==> src/rtl/voice_rom_scheduler.sv <==
// Three-voice sample fetcher: on each start tick, reads one sample per enabled
// voice from a shared synchronous ROM and publishes them together as one frame.
module voice_rom_scheduler #(
  parameter int ADDR_W = 12,
  parameter int DATA_W = 8
) (
  input  logic                  clk,
  input  logic                  rst,
  input  logic                  start,
  input  logic [2:0]            enables,
  input  logic [3*ADDR_W-1:0]   note_addrs,
  output logic                  rom_en,
  output logic [ADDR_W-1:0]     rom_addr,
  input  logic [DATA_W-1:0]     rom_data,
  output logic [3*DATA_W-1:0]   samples,
  output logic                  sample_valid,
  output logic                  busy,
  output logic                  overrun
);

  typedef enum logic [1:0] {IDLE, ISSUE, DRAIN, DONE} state_t;

  state_t                state_q, state_d;
  logic [2:0]            en_q;
  logic [2:0]            remain_q, remain_d;
  logic [3*ADDR_W-1:0]   addr_q;
  logic                  pend_vld_q;
  logic [1:0]            pend_idx_q;
  logic [1:0]            cur_idx;
  logic [DATA_W-1:0]     work_q [3];
  logic [3*DATA_W-1:0]   samples_q, merged;
  logic                  overrun_q;
  logic                  accept;

  // Voice to issue this cycle: lowest index still outstanding.
  always_comb begin
    cur_idx = 2'd2;
    if (remain_q[0])      cur_idx = 2'd0;
    else if (remain_q[1]) cur_idx = 2'd1;
  end

  // NOTE: every signal gets a default before the case so no path can infer a latch.
  always_comb begin
    state_d      = state_q;
    remain_d     = remain_q;
    rom_en       = 1'b0;
    rom_addr     = '0;
    busy         = 1'b0;
    sample_valid = 1'b0;
    accept       = 1'b0;
    case (state_q)
      IDLE:  accept = start;
      ISSUE: begin
        busy              = 1'b1;
        rom_en            = 1'b1;
        rom_addr          = addr_q[cur_idx*ADDR_W +: ADDR_W];
        remain_d[cur_idx] = 1'b0;
        if ((remain_q & ~(3'b001 << cur_idx)) == 3'b000) state_d = DRAIN;
      end
      DRAIN: begin
        busy    = 1'b1;
        state_d = DONE;
      end
      DONE: begin
        sample_valid = 1'b1;
        state_d      = IDLE;
        accept       = start;
      end
      default: state_d = IDLE;
    endcase
    if (accept) begin
      remain_d = enables;
      state_d  = (enables != 3'b000) ? ISSUE : DRAIN;
    end
    // Reset dominates: outputs go quiet in the very cycle rst is seen.
    if (rst) begin
      rom_en       = 1'b0;
      rom_addr     = '0;
      busy         = 1'b0;
      sample_valid = 1'b0;
      accept       = 1'b0;
    end
  end

  // The last datum arrives during DRAIN, so fold it in directly from rom_data.
  always_comb begin
    merged = '0;
    for (int i = 0; i < 3; i++) begin
      if (en_q[i])
        merged[i*DATA_W +: DATA_W] = (pend_vld_q && pend_idx_q == 2'(i)) ? rom_data : work_q[i];
    end
  end

  // NOTE: sequential state uses non-blocking assignments only, so every flop sees pre-edge values.
  always_ff @(posedge clk) begin
    if (rst) begin
      state_q    <= IDLE;
      remain_q   <= '0;
      pend_vld_q <= 1'b0;
      pend_idx_q <= '0;
      samples_q  <= '0;
      overrun_q  <= 1'b0;
    end else begin
      state_q    <= state_d;
      remain_q   <= remain_d;
      pend_vld_q <= rom_en;
      pend_idx_q <= cur_idx;
      if (start && busy)     overrun_q <= 1'b1;
      if (state_q == DRAIN)  samples_q <= merged;
    end
  end

  // NOTE: snapshot and working registers carry no reset; they are always written before being read.
  always_ff @(posedge clk) begin
    if (accept) begin
      en_q   <= enables;
      addr_q <= note_addrs;
    end
    if (pend_vld_q) work_q[pend_idx_q] <= rom_data;
  end

  assign samples = samples_q;
  assign overrun = overrun_q;

endmodule

==> config.mk <==
export PLATFORM = sky130hd
export DESIGN_NAME = voice_rom_scheduler
export DESIGN_NICKNAME = d
export VERILOG_FILES = /design/src/rtl/voice_rom_scheduler.sv
export SDC_FILE = /design/constraint.sdc
export NUM_CORES = 1
export LEC_CHECK = 0
export CAP_MARGIN = 40
export CORE_ASPECT_RATIO = 0.75
export CORE_MARGIN = 10
export CORE_UTILIZATION = 40
export DETAILED_ROUTE_END_ITERATION = 6
export MAX_ROUTING_LAYER = met4
export PLACE_DENSITY = 0.69
export RECOVER_POWER = 25
export SLEW_MARGIN = 20
export SYNTH_ARGS = -nofsm -noshare
export SYNTH_HDL_FRONTEND = slang
export SYNTH_SLANG_ARGS = --single-unit
==> constraint.sdc <==
create_clock -name clk -period 2.7 [get_ports clk]
set_input_delay 0.405 -clock clk [delete_from_list [all_inputs] [get_ports clk]]
set_output_delay 0.405 -clock clk [all_outputs]
set_load 0.05 [all_outputs]
==> summary.txt <==
Synthesis
  • Top-count cell post-synth: edfxtp_1
  • Yosys warns: 0
  • Post-Syn Area: 0.00374 mm2
  • Yosys top cell area share: 50.6%
  • Post-synth EDFFs: 63
  • Post-synth ARST share: 0%
  • Gate count after technology mapping: 283
  • Top_reg_cell synth: edfxtp_1
  • Post-synth top area cell: edfxtp_1
  • Post-synth top cells: edfxtp_1 (63), nor2_1 (56), mux2i_1 (36)
  • Seq/Total Area, Yosys: about two thirds
  • Cell variety after synth: 27
  • Syn Area/Cell: 13.2 um2
  • Synth area leaders: edfxtp_1 (51%), dfxtp_1 (18%), mux2i_1 (9.6%)
  • Syn_nets: 337
  • Post-synthesis register bit count: 96

Run
  • Max capacitance violation total: 0

Clock network
  • Clock sink count: 96
  • Post-CTS Repair Setup Buffers: 0
  • Buffer depth of the longest clock path: 2
  • Clk slew on worst S/H paths: 0.06 ns
  • Clock tree root buffer cell: clkbuf_16
  • CTS tree: done
  • Post-CTS Resized: 0
  • CTS hold repair buffers: 0
  • H-tree depth: 3
  • Worst skew pair latency: 0.34 ns
  • Inserted Clock Buffers: 9

Worst setup path
  • Required @ worst endpoint: 2.30 ns
  • Critical R2R Launch: state_q[0]
  • Worst reg-to-reg setup slack: roughly 0.86 ns
  • Crit Path Max Fanout: 14
  • CP endpoint kind: primary output
  • WS Path Type: flip-flop to primary output
  • WP data arrival: 2.00 ns
  • Startpoint Class: flip-flop
  • Worst Reg2Reg Path Length in Cells: 6
  • R2r endpoint: state_q[0]

STA
  • Slew headroom: 47.4%
  • Fmax: 0.416 GHz
  • Setup_tns: 0 ns
  • Worst-Margin Slew: between 0.7 and 0.8 ns
  • Unrepaired setup endpoints after global routing: no
  • Crit path time final: 2.41 ns
  • # setup viols final: 0
  • Hold_ws: 0.473 ns
  • Fin Clk Skew: 0.00522 ns
  • Slew Viols, Final: 0
  • Hold Vio Cnt, Final: 0
  • Crit share post-route: 89.1%

Outcome
  • Status: completed

Power
  • NetSw: 1.43 mW
  • Switching share of total power: 32.3%
  • Comb pwr share: between 30% and 40%
  • Total Power: around 4.4 mW
  • Clock power frac: around 28%
  • Seq pwr share: 42.5%
  • Worst-case vdd ir drop: 0.000510 V
  • Pwr Density: between 800 and 900 mW/mm2
  • Pint: 2.99 mW
  • Leakage: approximately 2.0 nW

Routing
  • Residual DRC: 0
  • Via count: about 2500
  • Routed Antenna Nets: 0
  • WL final: 8470 um
  • Wire per inst: 16.6 um
  • Detailed-route vias per instance: 4.85
  • DRT iter0 DRCs: 169
  • First-pass DRT Iterations: 4

Cells and area
  • Layout net count: 428
  • Area growth syn-to-layout: 40.4%
  • Fillers: between 700 and 800
  • Final instance area: 0.00525 mm2
  • Layout cell share with drive strength beyond 1: 10.8%
  • Finished Layout Cells: 510

Place
  • Routability Congestion: approximately 0.72
  • Post-Place Cell Area: 0.00493 mm2
  • Inst Count DP: ~500
  • Port buffer count: 89
  • DP Wirelength: between 6000 and 7000 um

Min path
  • Hold wc startpoint: overrun
  • Worst Hold Class: flip-flop to flip-flop
  • Worst Hold End: overrun
  • WHS Path Cells: 2

Floorplan
  • Std-Cell Core Area: 0.00908 mm2
  • Full die area: 0.0136 mm2
  • Core Rows: 30
  • Chip Width: 132 um
  • Boundary pin count: 90
  • Die Span Y: between 100 and 150 um
  • Starting density of the core: 41.1%

Global routing
  • GR Util All Layers: 12.5%
  • Largest net degree at the start of global routing: 37
  • Vias in the first global route: 2477
  • First-pass GRT wire length: 13400 um
  • Grt ovf: 0
  • Initial antenna violation count: 3
==> worst max-delay path by stage <==
stage,startpoint,endpoint,slack [ns],depth (start not counted)
2_1_floorplan,state_q[0],addr_q[0],0.37,4
3_3_place_gp,rst,rom_addr[6],0.60,4
3_5_place_dp,rst,rom_addr[6],0.55,4
4_1_cts,remain_q[1],rom_addr[10],0.28,5
5_1_grt,state_q[1],rom_addr[6],0.18,5
6_report,state_q[1],rom_addr[6],0.29,5
==> per-stage QoR <==
stage | worst slack, ns | utilization (%)
3_5_place_dp | 0.551 | 54.3
5_1_grt | 0.178 | 57.8
4_1_cts | 0.278 | 57.5
2_1_floorplan | 0.372 | -
3_3_place_gp | 0.598 | 54.2
6_report | 0.294 | 57.8
==> final cells by class <==
type                            instances  area (um2)  share of cell area, %
Multi-Input combinational cell        164        1090                   20.8
Clock buffer                           11         253                   4.82
Timing Repair Buffer                   95        1110                   21.2
Antenna cell                            3        7.51                  0.143
Clock inverter                          5        38.8                  0.739
Sequential cell                        96        2550                   48.6
Tap cell                              128         160                   3.05
Inverter                                8        30.0                  0.572
==> power by group through the flow <==
| stage | combinational, mW | clock [mW] | sequential (mW) |
|---|---|---|---|
| after floorplan | 0.684 | 0 | 2.07 |
| after global placement | 1.27 | 0 | 1.94 |
| after detailed placement | 1.33 | 0 | 1.93 |
| after CTS | 1.33 | 1.24 | 1.89 |
| after global routing | 1.43 | 1.30 | 1.90 |
| final | 1.33 | 1.22 | 1.88 |
==> placed cells by master (no fill, tap or decap), drive strengths merged, types with 2 or more instances in the layout <==
master,Yosys,routed
nand2b,2,2
clkbuf,4,11
a21oi,16,16
mux2i,36,36
ha,4,4
nor2,56,56
dlygate4sd3,0,43
a2bb2oi,24,24
clkdlybuf4s50,0,31
nand2,8,8
buf,11,21
nor3,3,3
inv,8,9
dfxtp,33,33
nor3b,2,2
nand3,2,2
diode,0,3
edfxtp,63,63
clkinv,0,3
nand3b,3,3
==> logic make-up after synthesis <==
| family | share of synthesized area [%] |
|---|---|
| AO/OA/AOI/OAI | 8.40 |
| flip-flops | 68.3 |
| adder cells (fa/ha/maj) | 1.64 |
| AND/OR/NAND/NOR | 8.94 |
| buffers and inverters | 2.78 |
| multiplexers | 9.94 |
==> layer usage <==
layer	part of all wire (%)	global-route usage, %
met1	45	14.4
met2	48	19.6
met3	5.7	4.83
met4	1.1	4.75
met5	0	-
==> critical path, stage by stage (launching register included) <==
cell	delay, ns
dfxtp_1	0.35
inv_1	0.07
ha_1	0.32
nand2b_1	0.40
nor2_1	0.33
buf_12	0.18
==> flip-flops by register name, indices dropped and copies added, names as in the netlist <==
register,flops
addr_q,36
en_q,3
overrun,1
pend_idx_q,2
pend_vld_q,1
remain_q,3
samples,24
state_q,2
work_q,24
Note: power is estimated with default switching activity, not from simulation.
